$ cat src/rtl/enum_code_rx.sv
// Receiver for enumerated fixed-width code words: decodes each word to a symbol index,
// tracks runs of bad words, and drops input until a sync word arrives after too many errors.
module enum_code_rx #(
    parameter int unsigned ERR_LIMIT = 3,
    parameter int unsigned CNT_W     = 8
) (
    input  logic             clk,
    input  logic             rst,
    input  logic             in_valid,
    output logic             in_ready,
    input  logic [1:0]       in_sel,
    input  logic [7:0]       in_code,
    output logic             out_valid,
    input  logic             out_ready,
    output logic [2:0]       out_sym,
    output logic             out_err,
    output logic             sync_lost,
    output logic [CNT_W-1:0] good_cnt,
    output logic [CNT_W-1:0] err_cnt,
    output logic [CNT_W-1:0] drop_cnt
);

    localparam int unsigned RUN_W     = 4;
    localparam logic [RUN_W-1:0] ERR_LIM = RUN_W'(ERR_LIMIT);
    localparam logic [1:0]  SYNC_SEL  = 2'd3;
    localparam logic [7:0]  SYNC_CODE = 8'b0101_1010;

    typedef enum logic {
        RUN    = 1'b0,
        RESYNC = 1'b1
    } state_t;

    state_t           state;
    logic [RUN_W-1:0] err_run;
    logic [2:0]       dec_sym;
    logic             dec_err;
    logic             accept;
    logic             is_sync;

    // Table lookup on the full 8-bit word, so stray bits above the class width miss the table
    always_comb begin
        dec_sym = 3'd0;
        dec_err = 1'b1;
        case (in_sel)
            2'd0: begin
                if (in_code == 8'b0000_0111) begin dec_sym = 3'd0; dec_err = 1'b0; end
                if (in_code == 8'b0001_1100) begin dec_sym = 3'd1; dec_err = 1'b0; end
            end
            2'd1: begin
                if (in_code == 8'b0000_0111) begin dec_sym = 3'd2; dec_err = 1'b0; end
                if (in_code == 8'b0011_1000) begin dec_sym = 3'd3; dec_err = 1'b0; end
            end
            2'd2: begin
                if (in_code == 8'b0001_1100) begin dec_sym = 3'd4; dec_err = 1'b0; end
                if (in_code == 8'b0110_0011) begin dec_sym = 3'd5; dec_err = 1'b0; end
            end
            default: begin
                if (in_code == 8'b0101_1010) begin dec_sym = 3'd6; dec_err = 1'b0; end
                if (in_code == 8'b1101_0011) begin dec_sym = 3'd7; dec_err = 1'b0; end
            end
        endcase
    end

    // RESYNC swallows everything, so it never back-pressures the source
    always_comb begin
        in_ready = 1'b1;
        if (state == RUN) in_ready = !out_valid || out_ready;
    end

    assign accept  = in_valid && in_ready;
    assign is_sync = (in_sel == SYNC_SEL) && (in_code == SYNC_CODE);

    function automatic logic [CNT_W-1:0] sat_inc(input logic [CNT_W-1:0] v);
        return (v == {CNT_W{1'b1}}) ? v : v + CNT_W'(1);
    endfunction

    always_ff @(posedge clk or posedge rst) begin
        if (rst) begin
            state     <= RUN;
            err_run   <= '0;
            out_valid <= 1'b0;
            out_sym   <= 3'd0;
            out_err   <= 1'b0;
            sync_lost <= 1'b0;
            good_cnt  <= '0;
            err_cnt   <= '0;
            drop_cnt  <= '0;
        end else begin
            if (out_valid && out_ready) out_valid <= 1'b0;
            if (accept) begin
                case (state)
                    RUN: begin
                        out_valid <= 1'b1;
                        out_sym   <= dec_sym;
                        out_err   <= dec_err;
                        if (dec_err) begin
                            err_cnt <= sat_inc(err_cnt);
                            err_run <= err_run + RUN_W'(1);
                            // The limit-reaching word is still emitted; input is dropped from next cycle
                            if (err_run + RUN_W'(1) >= ERR_LIM) begin
                                state     <= RESYNC;
                                sync_lost <= 1'b1;
                            end
                        end else begin
                            good_cnt <= sat_inc(good_cnt);
                            err_run  <= '0;
                        end
                    end
                    default: begin
                        drop_cnt <= sat_inc(drop_cnt);
                        if (is_sync) begin
                            state     <= RUN;
                            sync_lost <= 1'b0;
                            err_run   <= '0;
                        end
                    end
                endcase
            end
        end
    end

endmodule

$ cat config.mk
export PLATFORM = sky130hd
export DESIGN_NAME = enum_code_rx
export DESIGN_NICKNAME = d
export VERILOG_FILES = /design/src/rtl/enum_code_rx.sv
export SDC_FILE = /design/constraint.sdc
export NUM_CORES = 1
export LEC_CHECK = 0
export CORE_ASPECT_RATIO = 1.2
export CORE_UTILIZATION = 47
export DETAILED_ROUTE_END_ITERATION = 10
export DONT_BUFFER_PORTS = 1
export GPL_TIMING_DRIVEN = 0
export PLACE_DENSITY = 0.62
export SLEW_MARGIN = 20
export SYNTH_ARGS = -nofsm -noshare
export SYNTH_HDL_FRONTEND = slang
export SYNTH_SLANG_ARGS = --single-unit
$ cat constraint.sdc
create_clock -name clk -period 2.8 [get_ports clk]
set_input_delay 0.56 -clock clk [delete_from_list [all_inputs] [get_ports clk]]
set_output_delay 0.56 -clock clk [all_outputs]
set_load 0.01 [all_outputs]
==> reports/metrics.csv <==
metric,value,unit
status,"finished, final reports clean",
"basic-gate share of the synthesized area counting and, or, nand and nor cells",27.7,%
cells after synthesis,190,
growth of design area from synthesis to finish,9.64,%
Setup TNS,0,ns
instance area at placement,0.00199,sq mm
post-layout minimum cycle time,2.18,ns
Max Cap Violations,0,
post-detailed-route count of antenna-violating nets,0,
aggregate global routing overflow,0,
post-cts repair resize count,0,
number of buffers inserted during clock tree synthesis,5,
final count of negative-setup-slack endpoints,0,
sequential fraction of the synthesis area,45.6,%
final hold vios,0,
total clock sinks,35,
final clock period utilization by the worst path,77.8,%
Synth Area per Inst,10.1,sq um
Clock H-tree levels,2,
transition at the pin with the smallest max-transition slack,0.904,ns
placeable core region,0.00394,sq mm
Critical Path Fanout Max,10,
global placer's final weighted congestion,0.769,
leakage power summed over all cells,0.991,nW
parity-gate share of the synthesized area counting xor and xnor cells,9.57,%
largest vdd supply drop,255,uV
library cell used as clock root buffer,sky130_fd_sc_hd__clkbuf_8,
total non-filler cell area in the finished layout,0.00211,sq mm
layout net count,216,
total routed wirelength,3740,um
via count,1433,
count of fill cells added during filler insertion,366,
synthesized cell area,0.00192,sq mm
drt pass-1 iters,4,
Total Die Area,0.00435,sq mm
Post-Synth Adder-Cell Area,3.26,%
Synth Net Count,209,
CTS Hold Bufs,0,
min-delay worst type,in -> async,
setup repair after global routing missed its margin,false,
mux share of post-synthesis cell area,2.34,%
clock skew,0.00567,ns
die boundary height,72.1,um
share of flip-flops with an asynchronous set or reset after synthesis,100,%
Final Util,53.5,%
number of register bits inferred by synthesis,35,
floorplan die width,60.4,um
pwr dens,627,mW/mm^2
Total Power Consumption,1.32,mW
Core Rows,25,
antenna violations before repair,0,
Synth cell types,44,
critical setup path kind,in -> reg,
"commonest cells after routing, fill and taps aside","sky130_fd_sc_hd__dfrtp_1 (35), sky130_fd_sc_hd__nand2_1 (26), sky130_fd_sc_hd__nand3_1 (12), sky130_fd_sc_hd__xor2_1 (12), sky130_fd_sc_hd__nor2_1 (10)",
first-pass GRT wire length,6110,um
Slew Limit Headroom,39.6,%
clock latency on the worst-skew pair,0.29,ns
most used flip-flop cell after synthesis,sky130_fd_sc_hd__dfrtp_1,
critical path data required time,2.97,ns
clock-pin slew of the registers on the worst-case setup and hold paths,0.07,ns
CP startpoint kind,primary input,
largest net degree at the start of global routing,36,
initial core utilization,48.8,%
Bufs on Longest Clock Path,2,
highest attainable clock frequency,0.459,GHz
vias in the first global route,1443,
Synth Area in Compound Gates,9.77,%
"commonest non-fill, non-tap cell in the layout",sky130_fd_sc_hd__dfrtp_1,
Initial DRC Count,57,
layout cells sized above 1,12.1,%
Ports,45,
combined global-route utilization of all metal layers,18.9,%
count of buffers added by post-CTS timing repair for setup,0,
Max Transition Viols Final,0,
average detailed-routed wire length per instance,14.8,um
number of enable flip-flop cells after synthesis,0,
antenna diode instance count,0,
Yosys Warn Count,0,
post-detailed-placement half-perimeter wirelength,2840,um
element type at the critical path end,register,
port buffer count,0,
clock tree from TritonCTS,built,
CP arrival,2.35,ns
number of vias per cell,5.69,
drc violations,0,
main combinational cell family by area after synthesis,simple AND/OR/NAND/NOR gates,
[final timing paths]
kind | from | to | slack [ns] | cells after the start
worst max-delay path | in_code[3] | good_cnt[6] | 0.62 | 6
worst min-delay path | rst | err_cnt[5] | 0.26 | 1
worst max register to register | out_valid | err_cnt[7] | 0.85 | 6
worst min register to register | state | sync_lost | 0.52 | 1
max in group asynchronous | rst | good_cnt[7] | 2.09 | 1
min in group clk | in_sel[1] | out_sym[2] | 0.41 | 2
[critical path: stages]
cell and delay, ns:
sky130_fd_sc_hd__nand3b_1 0.13, sky130_fd_sc_hd__a2111oi_1 0.84, sky130_fd_sc_hd__a21oi_2 0.09, sky130_fd_sc_hd__buf_6 0.20, sky130_fd_sc_hd__nor3_4 0.18, sky130_fd_sc_hd__mux2_1 0.34
[power breakdown]
group          internal (mW)  switching, mW
Sequential             0.579          0.117
Combinational         0.0807         0.0761
Clock                  0.288          0.181
Total                  0.947          0.374
[per-stage QoR]
stage	std cells	hold slack [ns]	worst slack, ns
detailed placement	244	0.520	0.318
finish	252	0.261	0.622
global placement	244	0.497	0.346
global route	252	0.316	0.475
floorplan	190	0.481	0.518
CTS	252	0.285	0.613
[flip-flops by register name, summed over array words and instances, names as in the netlist]
name / flops
drop_cnt: 8
err_cnt: 8
good_cnt: 8
err_run: 4
out_sym: 3
out_err: 1
out_valid: 1
state: 1
sync_lost: 1
[kinds of logic (layout without fill, tap and decap cells)]
kind of cell,Yosys count,in the layout
buffers and inverters,7,15
adders and majority gates,5,5
and+or+nand+nor,93,93
AOI/OAI and AO/OA,25,25
xor gates and xnor gates,21,21
DFF,35,35
muxes,4,4
[per-layer routing]
metal  vias to the layer above  wire (um)  global-route usage, %
met5                         -          0                      0
li1                        686          -                      -
met4                         0        121                   10.6
met2                        43       1900                   31.6
met1                       694       1500                   20.7
met3                        10        214                   5.70
[synth_stat cells, types with 2 or more instances]
library cell | count | area (sq um)
sky130_fd_sc_hd__a21o_1 | 2 | 15.0
sky130_fd_sc_hd__a21oi_1 | 4 | 20.0
sky130_fd_sc_hd__and3_1 | 9 | 56.3
sky130_fd_sc_hd__dfrtp_1 | 35 | 876
sky130_fd_sc_hd__ha_1 | 5 | 62.6
sky130_fd_sc_hd__inv_1 | 4 | 15.0
sky130_fd_sc_hd__mux2_2 | 3 | 33.8
sky130_fd_sc_hd__nand2_1 | 26 | 97.6
sky130_fd_sc_hd__nand2b_1 | 4 | 25.0
sky130_fd_sc_hd__nand3_1 | 12 | 60.1
sky130_fd_sc_hd__nand3b_1 | 4 | 30.0
sky130_fd_sc_hd__nand4_1 | 5 | 31.3
sky130_fd_sc_hd__nor2_1 | 10 | 37.5
sky130_fd_sc_hd__nor2b_1 | 2 | 12.5
sky130_fd_sc_hd__nor3_1 | 4 | 20.0
sky130_fd_sc_hd__nor3_2 | 5 | 50.1
sky130_fd_sc_hd__nor3b_1 | 4 | 30.0
sky130_fd_sc_hd__o21ai_0 | 7 | 35.0
sky130_fd_sc_hd__xnor2_1 | 9 | 78.8
sky130_fd_sc_hd__xor2_1 | 12 | 105
[cell type report]
cell class	instances	area (sq um)	share of cell area (%)
buffer	3	20.0	0.950
tap	54	67.6	3.21
inverter	4	15.0	0.713
multi-input combinational	148	1010	48.0
clock inverter	2	35.0	1.66
clock buffer	6	82.6	3.92
sequential	35	876	41.6
Note: power is estimated with default switching activity, not from simulation.
